===== config.mk =====
export PLATFORM = sky130hd
export DESIGN_NAME = regfile_dump
export DESIGN_NICKNAME = d
export VERILOG_FILES = /design/src/rtl/regfile_dump.sv
export SDC_FILE = /design/constraint.sdc
export NUM_CORES = 1
export LEC_CHECK = 0
export BUFFER_PORTS_ARGS = -buffer_cell sky130_fd_sc_hd__clkbuf_2
export CAP_MARGIN = 20
export CORE_MARGIN = 5
export CORE_UTILIZATION = 47
export DETAILED_ROUTE_END_ITERATION = 8
export GPL_TIMING_DRIVEN = 0
export PLACE_DENSITY = 0.78
export SYNTH_ARGS = -nofsm -noshare
export SYNTH_HDL_FRONTEND = slang
export SYNTH_SLANG_ARGS = --single-unit

===== constraint.sdc =====
create_clock -name clk -period 1.55 [get_ports clk]
set_input_delay 0.2325 -clock clk [delete_from_list [all_inputs] [get_ports clk]]
set_output_delay 0.2325 -clock clk [all_outputs]
set_load 0.05 [all_outputs]

===== src/rtl/regfile_dump.sv =====
// Walks register file indices 0..NUM_REGS-1 onto a valid/ready stream; REGFILE_DUMP_CHECKSUM_EN appends an XOR word.
// Latency: first word valid two edges after start is raised; one word per 2 cycles when the sink never stalls.
// Backpressure: a word is held stable while out_ready is low; abort or reset_n drops the dump without a done pulse.
module regfile_dump #(
  parameter int WIDTH    = 16,
  parameter int REG_BITS = 5,
  parameter int NUM_REGS = 17
) (
  input  logic                clk,
  input  logic                reset_n,
  input  logic                start,
  input  logic                abort,
  output logic [REG_BITS-1:0] rd_index,
  input  logic [WIDTH-1:0]    rd_data,
  output logic                out_valid,
  input  logic                out_ready,
  output logic [WIDTH-1:0]    out_data,
  output logic [REG_BITS-1:0] out_index,
  output logic                out_last,
  output logic                busy,
  output logic                done
);

`ifdef REGFILE_DUMP_CHECKSUM_EN
  typedef enum logic [2:0] {S_IDLE, S_FETCH, S_SEND, S_CSUM, S_DONE} state_e;
  localparam logic [REG_BITS-1:0] CSUM_IDX = REG_BITS'(NUM_REGS);
`else
  typedef enum logic [2:0] {S_IDLE, S_FETCH, S_SEND, S_DONE} state_e;
`endif

  localparam logic [REG_BITS-1:0] LAST_IDX = REG_BITS'(NUM_REGS - 1);

  state_e              state_q, state_d;
  logic [REG_BITS-1:0] idx_q, idx_d;
  logic [WIDTH-1:0]    out_data_q, out_data_d;
  logic [REG_BITS-1:0] out_index_q, out_index_d;
  logic                hs;
`ifdef REGFILE_DUMP_CHECKSUM_EN
  logic [WIDTH-1:0]    csum_q, csum_d;
`endif

  assign hs = out_valid && out_ready;

  always_comb begin
    state_d     = state_q;
    idx_d       = idx_q;
    out_data_d  = out_data_q;
    out_index_d = out_index_q;
`ifdef REGFILE_DUMP_CHECKSUM_EN
    csum_d      = csum_q;
`endif
    case (state_q)
      S_IDLE: begin
        if (start && !abort) begin
          idx_d   = '0;
`ifdef REGFILE_DUMP_CHECKSUM_EN
          csum_d  = '0;
`endif
          state_d = S_FETCH;
        end
      end
      S_FETCH: begin
        out_data_d  = rd_data;
        out_index_d = idx_q;
`ifdef REGFILE_DUMP_CHECKSUM_EN
        csum_d      = csum_q ^ rd_data;
`endif
        state_d     = S_SEND;
      end
      S_SEND: begin
        if (hs) begin
          if (idx_q == LAST_IDX) begin
`ifdef REGFILE_DUMP_CHECKSUM_EN
            // csum_q already folds in the last word, captured during its FETCH
            out_data_d  = csum_q;
            out_index_d = CSUM_IDX;
            state_d     = S_CSUM;
`else
            state_d     = S_DONE;
`endif
          end else begin
            idx_d   = idx_q + 1'b1;
            state_d = S_FETCH;
          end
        end
      end
`ifdef REGFILE_DUMP_CHECKSUM_EN
      S_CSUM: begin
        if (hs) state_d = S_DONE;
      end
`endif
      S_DONE:  state_d = S_IDLE;
      default: state_d = S_IDLE;
    endcase
    if (abort && state_q != S_IDLE) state_d = S_IDLE;
  end

  always_ff @(posedge clk or negedge reset_n) begin
    if (!reset_n) begin
      state_q     <= S_IDLE;
      idx_q       <= '0;
      out_data_q  <= '0;
      out_index_q <= '0;
`ifdef REGFILE_DUMP_CHECKSUM_EN
      csum_q      <= '0;
`endif
    end else begin
      state_q     <= state_d;
      idx_q       <= idx_d;
      out_data_q  <= out_data_d;
      out_index_q <= out_index_d;
`ifdef REGFILE_DUMP_CHECKSUM_EN
      csum_q      <= csum_d;
`endif
    end
  end

  assign rd_index  = idx_q;
  assign out_data  = out_data_q;
  assign out_index = out_index_q;
  assign busy      = (state_q != S_IDLE);
  assign done      = (state_q == S_DONE);
`ifdef REGFILE_DUMP_CHECKSUM_EN
  assign out_valid = (state_q == S_SEND) || (state_q == S_CSUM);
  assign out_last  = (state_q == S_CSUM);
`else
  assign out_valid = (state_q == S_SEND);
  assign out_last  = (state_q == S_SEND) && (idx_q == LAST_IDX);
`endif

endmodule


* Word-level counts from Yosys, hierarchy flattened
Cells that the tools add are included.
** Operators by class
- $add $sub $neg :: 1
- $mul :: 0
- Divide/modulo/power cells :: 0
- Order comparisons :: 0
- Equal/unequal tests :: 9
- Shifts and indexed selects :: 0
- Muxes and demuxes :: 9
- Bitwise logic cells :: 0
- Reduce and logical (&&, ||, !) cells :: 10
** Operators by type and width (number)
- 5-bit 2-to-1 mux :: 3
- 5-bit one-hot mux with 2 select lines :: 1
- 3-bit 2-to-1 mux :: 3
- 3-bit one-hot mux with 3 select lines :: 1
- 3-bit by 2-bit == test with 1-bit output, second input constant :: 2
- 5-bit by 1-bit adder with 5-bit output, second input constant :: 1
- 5-bit == test, second input constant :: 1
- 1-bit logical AND :: 4
- 2-bit != test, second input constant :: 2
- 4-bit AND reduction :: 1
- 3-bit by 1-bit == test with 1-bit output, second input constant :: 1
- 3-bit logical NOT :: 1
- 3-bit by 1-bit != test with 1-bit output, second input constant :: 1
- 3-bit != test, second input constant :: 1
- 3-bit nonzero test :: 1
- 2-bit 2-to-1 mux :: 1
- 2-bit by 1-bit != test with 1-bit output, second input constant :: 1
- 2-bit AND reduction :: 1
- 2-bit nonzero test :: 1
- 1-bit logical NOT :: 1
** Word-level totals
- Bits in registers :: 29
- Latch bits :: 0
- Memory bits (writable) :: 0
- ROM bits :: 0
- Bits of input ports :: 21
- Output and inout bits :: 30
- Memories kept :: 0

* Depth between registers and ports, before layout
- Depth after elaboration :: 5
- Depth in mapped cells :: 5
- Gate-level depth less buffers :: 5

* Least setup slack after synthesis
No wires, ideal clock.
- Path type :: register to output
- From :: reg idx_q[0] (netlist: rd_index[0])
- To :: out out_last
- Arrival time :: 1681 ps
- Required time :: 1317 ps
- Slack :: -363 ps
- Cell stages (with the launch flop) :: 5
- Buffers on the path :: 0
- Cell sequence :: dfrtp_1 > inv_1 > ha_1 > nand4bb_1 > nor2_1
** Between the ends
- Cells in the longest elaborated chain, start to end :: 2
** RTL lines
- start: declaration :: RTL line 34 : logic [REG_BITS-1:0] idx_q, idx_d;
- start signal: assignment :: RTL line 109 : idx_q <= idx_d;
- 5-bit == test :: RTL line 128 : assign out_last = (state_q == S_SEND) && (idx_q == LAST_IDX);
- 1-bit logical AND :: RTL line 128
- end: declaration :: RTL line 19 : output logic out_last,
No other way between the ends.

* Final worst setup path
Same ends and word-level chain as after synthesis.

==> flow_summary.json <==
{
  "rsz0062_at_grt": "true",
  "path_cells": "inv_2 -> ha_4 -> nand4bb_4 -> nor2_4 -> buf_8",
  "pre_cts_slack_ns": 0.0468,
  "start_util_pct": 49.6,
  "cp-start-kind": "register",
  "hold_path_end": "state_q[0]",
  "overflow": 0,
  "num_rows": 18,
  "synthFlopType": "dfrtp_1",
  "total_power_mw": 2.25,
  "violations": "negative setup slack",
  "finalSetupViolCount": 1,
  "wl_per_cell_um": 15.1,
  "p_int_mw": 1.37,
  "synth_edf_count": 0,
  "power_frac_seq_pct": 40.8,
  "slew-limit-headroom_pct": 54.1,
  "worstHoldPathType": "in -> reg",
  "cp.arrival_ns": 1.40,
  "reg2reg_to": "rd_index[0]",
  "wl_mm": 2.67,
  "fin_tns_setup_ns": -0.0819,
  "drc": 0,
  "cts_buffers": 3,
  "hp-start": "abort",
  "diodes": 0,
  "end_kind": "output port",
  "timing.fmax_mhz": 613,
  "ys_top_cells_by_area": "dfrtp_1 (56%), mux2_2 (19%), buf_6 (2.7%)",
  "path_class": "reg -> out",
  "fin_nets": 171,
  "globalplace.congestion": 0.714,
  "final_antenna_net_count": 0,
  "p_leak_nw": 0.859,
  "cap_violations": 0,
  "synthCells": 87,
  "finalCritPeriodShare_pct": 105,
  "combPwrFrac_pct": 38.4,
  "syn_area_per_cell_sq_um": 14.4,
  "cp_slowest_cell": "dfrtp_2",
  "antenna_found_initial": 0,
  "fin_hold_ws_ns": 0.105,
  "critPathRequiredTime_ns": 1.32,
  "via_per_inst": 5.34,
  "cts-root-buf": "clkbuf_4",
  "yosysWarnings": 0,
  "whs_path_depth": 2,
  "switchingPower_mw": 0.878,
  "slowest_delay_ns": 0.44,
  "yosysSeqAreaShare_pct": 56.0,
  "clkSinkCount": 28,
  "drive_above_1_share_pct": 70.1,
  "reg2reg_from": "state_q[0]",
  "synth_cell_types": 28,
  "hold_viol": 0,
  "syn_area_sq_um": 1250,
  "drv_slew": 0,
  "grt_pass1_wl_mm": 4.18,
  "hpwlAfterDp_mm": 1.92,
  "io_buffer_count": 50,
  "placed_area_sq_um": 1550,
  "peakVddDrop_mv": 0.898,
  "path_max_fanout": 2,
  "clkPwrFrac_pct": 20.8,
  "h-tree-depth": 1,
  "clockBufferDepth": 2,
  "rr_worst_depth": 4,
  "final.setup_skew_ns": 0.00448,
  "clock_latency_ns": 0.32,
  "setup_slack_ns": -0.0819,
  "synth_nets": 110,
  "track_usage_pct": 14.5,
  "synth_top_area_cell": "dfrtp_1",
  "core_area_sq_um": 2520,
  "dr.pass1.iters": 4,
  "r2r_slack_ns": 0.09,
  "clk_pin_slew_ns": 0.15,
  "tightest_slew_ns": 0.688,
  "synth.top_cell.area_share_pct": 56.0,
  "power_density_nw_per_um2": 1310,
  "finalCriticalPeriod_ns": 1.63,
  "areaGrowthSynthToFinish_pct": 37.0,
  "pin_count": 51,
  "tritoncts": "yes",
  "grt_pass1_vias": 989,
  "die-width_um": 61.6,
  "die_h_um": 61.6,
  "drtIter0Drc": 26,
  "num_vias": 945,
  "switching_share_pct": 39.0,
  "stdcell_area_sq_um": 1710,
  "status": "finished with violations",
  "nFillCells": 205,
  "grt_max_degree": 29,
  "ys_ff_latch": 28,
  "die_area_sq_um": 3790,
  "synthArstFlopShare_pct": 100
}
worst max-delay path by stage:
stage                          end  cells after the start        start
after detailed placement  out_last                      5  rd_index[0]
after floorplan           out_last                      2  rd_index[3]
after CTS                 out_last                      5  rd_index[0]
after global placement    out_last                      5  rd_index[0]
final                     out_last                      5  rd_index[0]
after global routing      out_last                      5  rd_index[0]
cell usage in the layout, fill, tap and decap left out, types with 2 or more instances in the layout:
master,instances
nor3_1,3
buf_6,3
clkbuf_4,4
inv_2,3
nand3_1,2
mux2_2,20
clkbuf_2,47
dfrtp_1,24
a21oi_1,2
a211o_1,2
dfrtp_2,4
nor2_1,3
buf_4,5
cell usage after synthesis, drive strengths merged (2+ instances only):
master  number
a211o        2
dfrtp       28
inv          3
nand3        2
buf          3
nor2         4
mux2        22
a21oi        2
nor3         3
and3         2
ha           2
worst max-delay path: cells and delay by family, from the launching register on:
| kind | cells | cell delay [ns] |
|---|---|---|
| DFF | 1 | 0.44 |
| and+or+nand+nor | 2 | 0.28 |
| buffers and inverters | 2 | 0.22 |
| adders and majority gates | 1 | 0.14 |
cells by family after synthesis:
| group | count (synthesis) | share of synthesized area (%) |
|---|---|---|
| simple gates | 20 | 12.8 |
| compound gates | 8 | 5.00 |
| fa+ha+maj | 2 | 2.00 |
| buf+inv | 6 | 3.60 |
| flops | 28 | 56.0 |
| mux | 23 | 20.6 |
state kept, by name (all words and copies together), names as in the netlist:
register	flops
rd_index	5
state_q	2
out_data	16
out_index	5
metrics by stage:
step	utilization (%)	cells
after floorplan	-	87
after global placement	61.4	167
after detailed placement	61.4	167
after CTS	67.1	176
after global routing	68.0	177
final	68.0	177
layout make-up:
type / count / area, sq um / share of cell area, %
Buffer: 2 / 22.5 / 1.31
Clock buffer: 3 / 22.5 / 1.31
Clock inverter: 1 / 30.0 / 1.75
Inverter: 3 / 11.3 / 0.657
Multi-Input combinational cell: 53 / 554 / 32.3
Sequential cell: 28 / 706 / 41.2
Tap cell: 30 / 37.5 / 2.19
Timing Repair Buffer: 57 / 330 / 19.3
power groups by stage:
stage               clock (mW)  sequential (mW)  combinational, mW
floorplan                    0             1.35              0.196
CTS                      0.486            0.918              0.869
global route             0.526            0.935              0.911
detailed placement           0            0.941              0.822
finish                   0.468            0.917              0.865
global placement             0            0.930              0.811
repair_timing:
action	4_1_cts	5_1_grt
endpoints found under the setup margin	3	7
hold buffers	1	0
gates resized for setup	11	6
pin swaps	1	3
endpoints found under the hold margin	28	0
buffers inserted	4	2
layer usage:
layer,part of all wire (%),routed length (um),vias to the layer above,global-route usage (%)
met5,0,0,-,0
met4,0,0,0,3.33
met3,10,267,0,4.61
met2,49,1320,46,25.4
met1,41,1090,464,17.3
li1,-,-,435,-
Power figures use the tool's default switching activity.
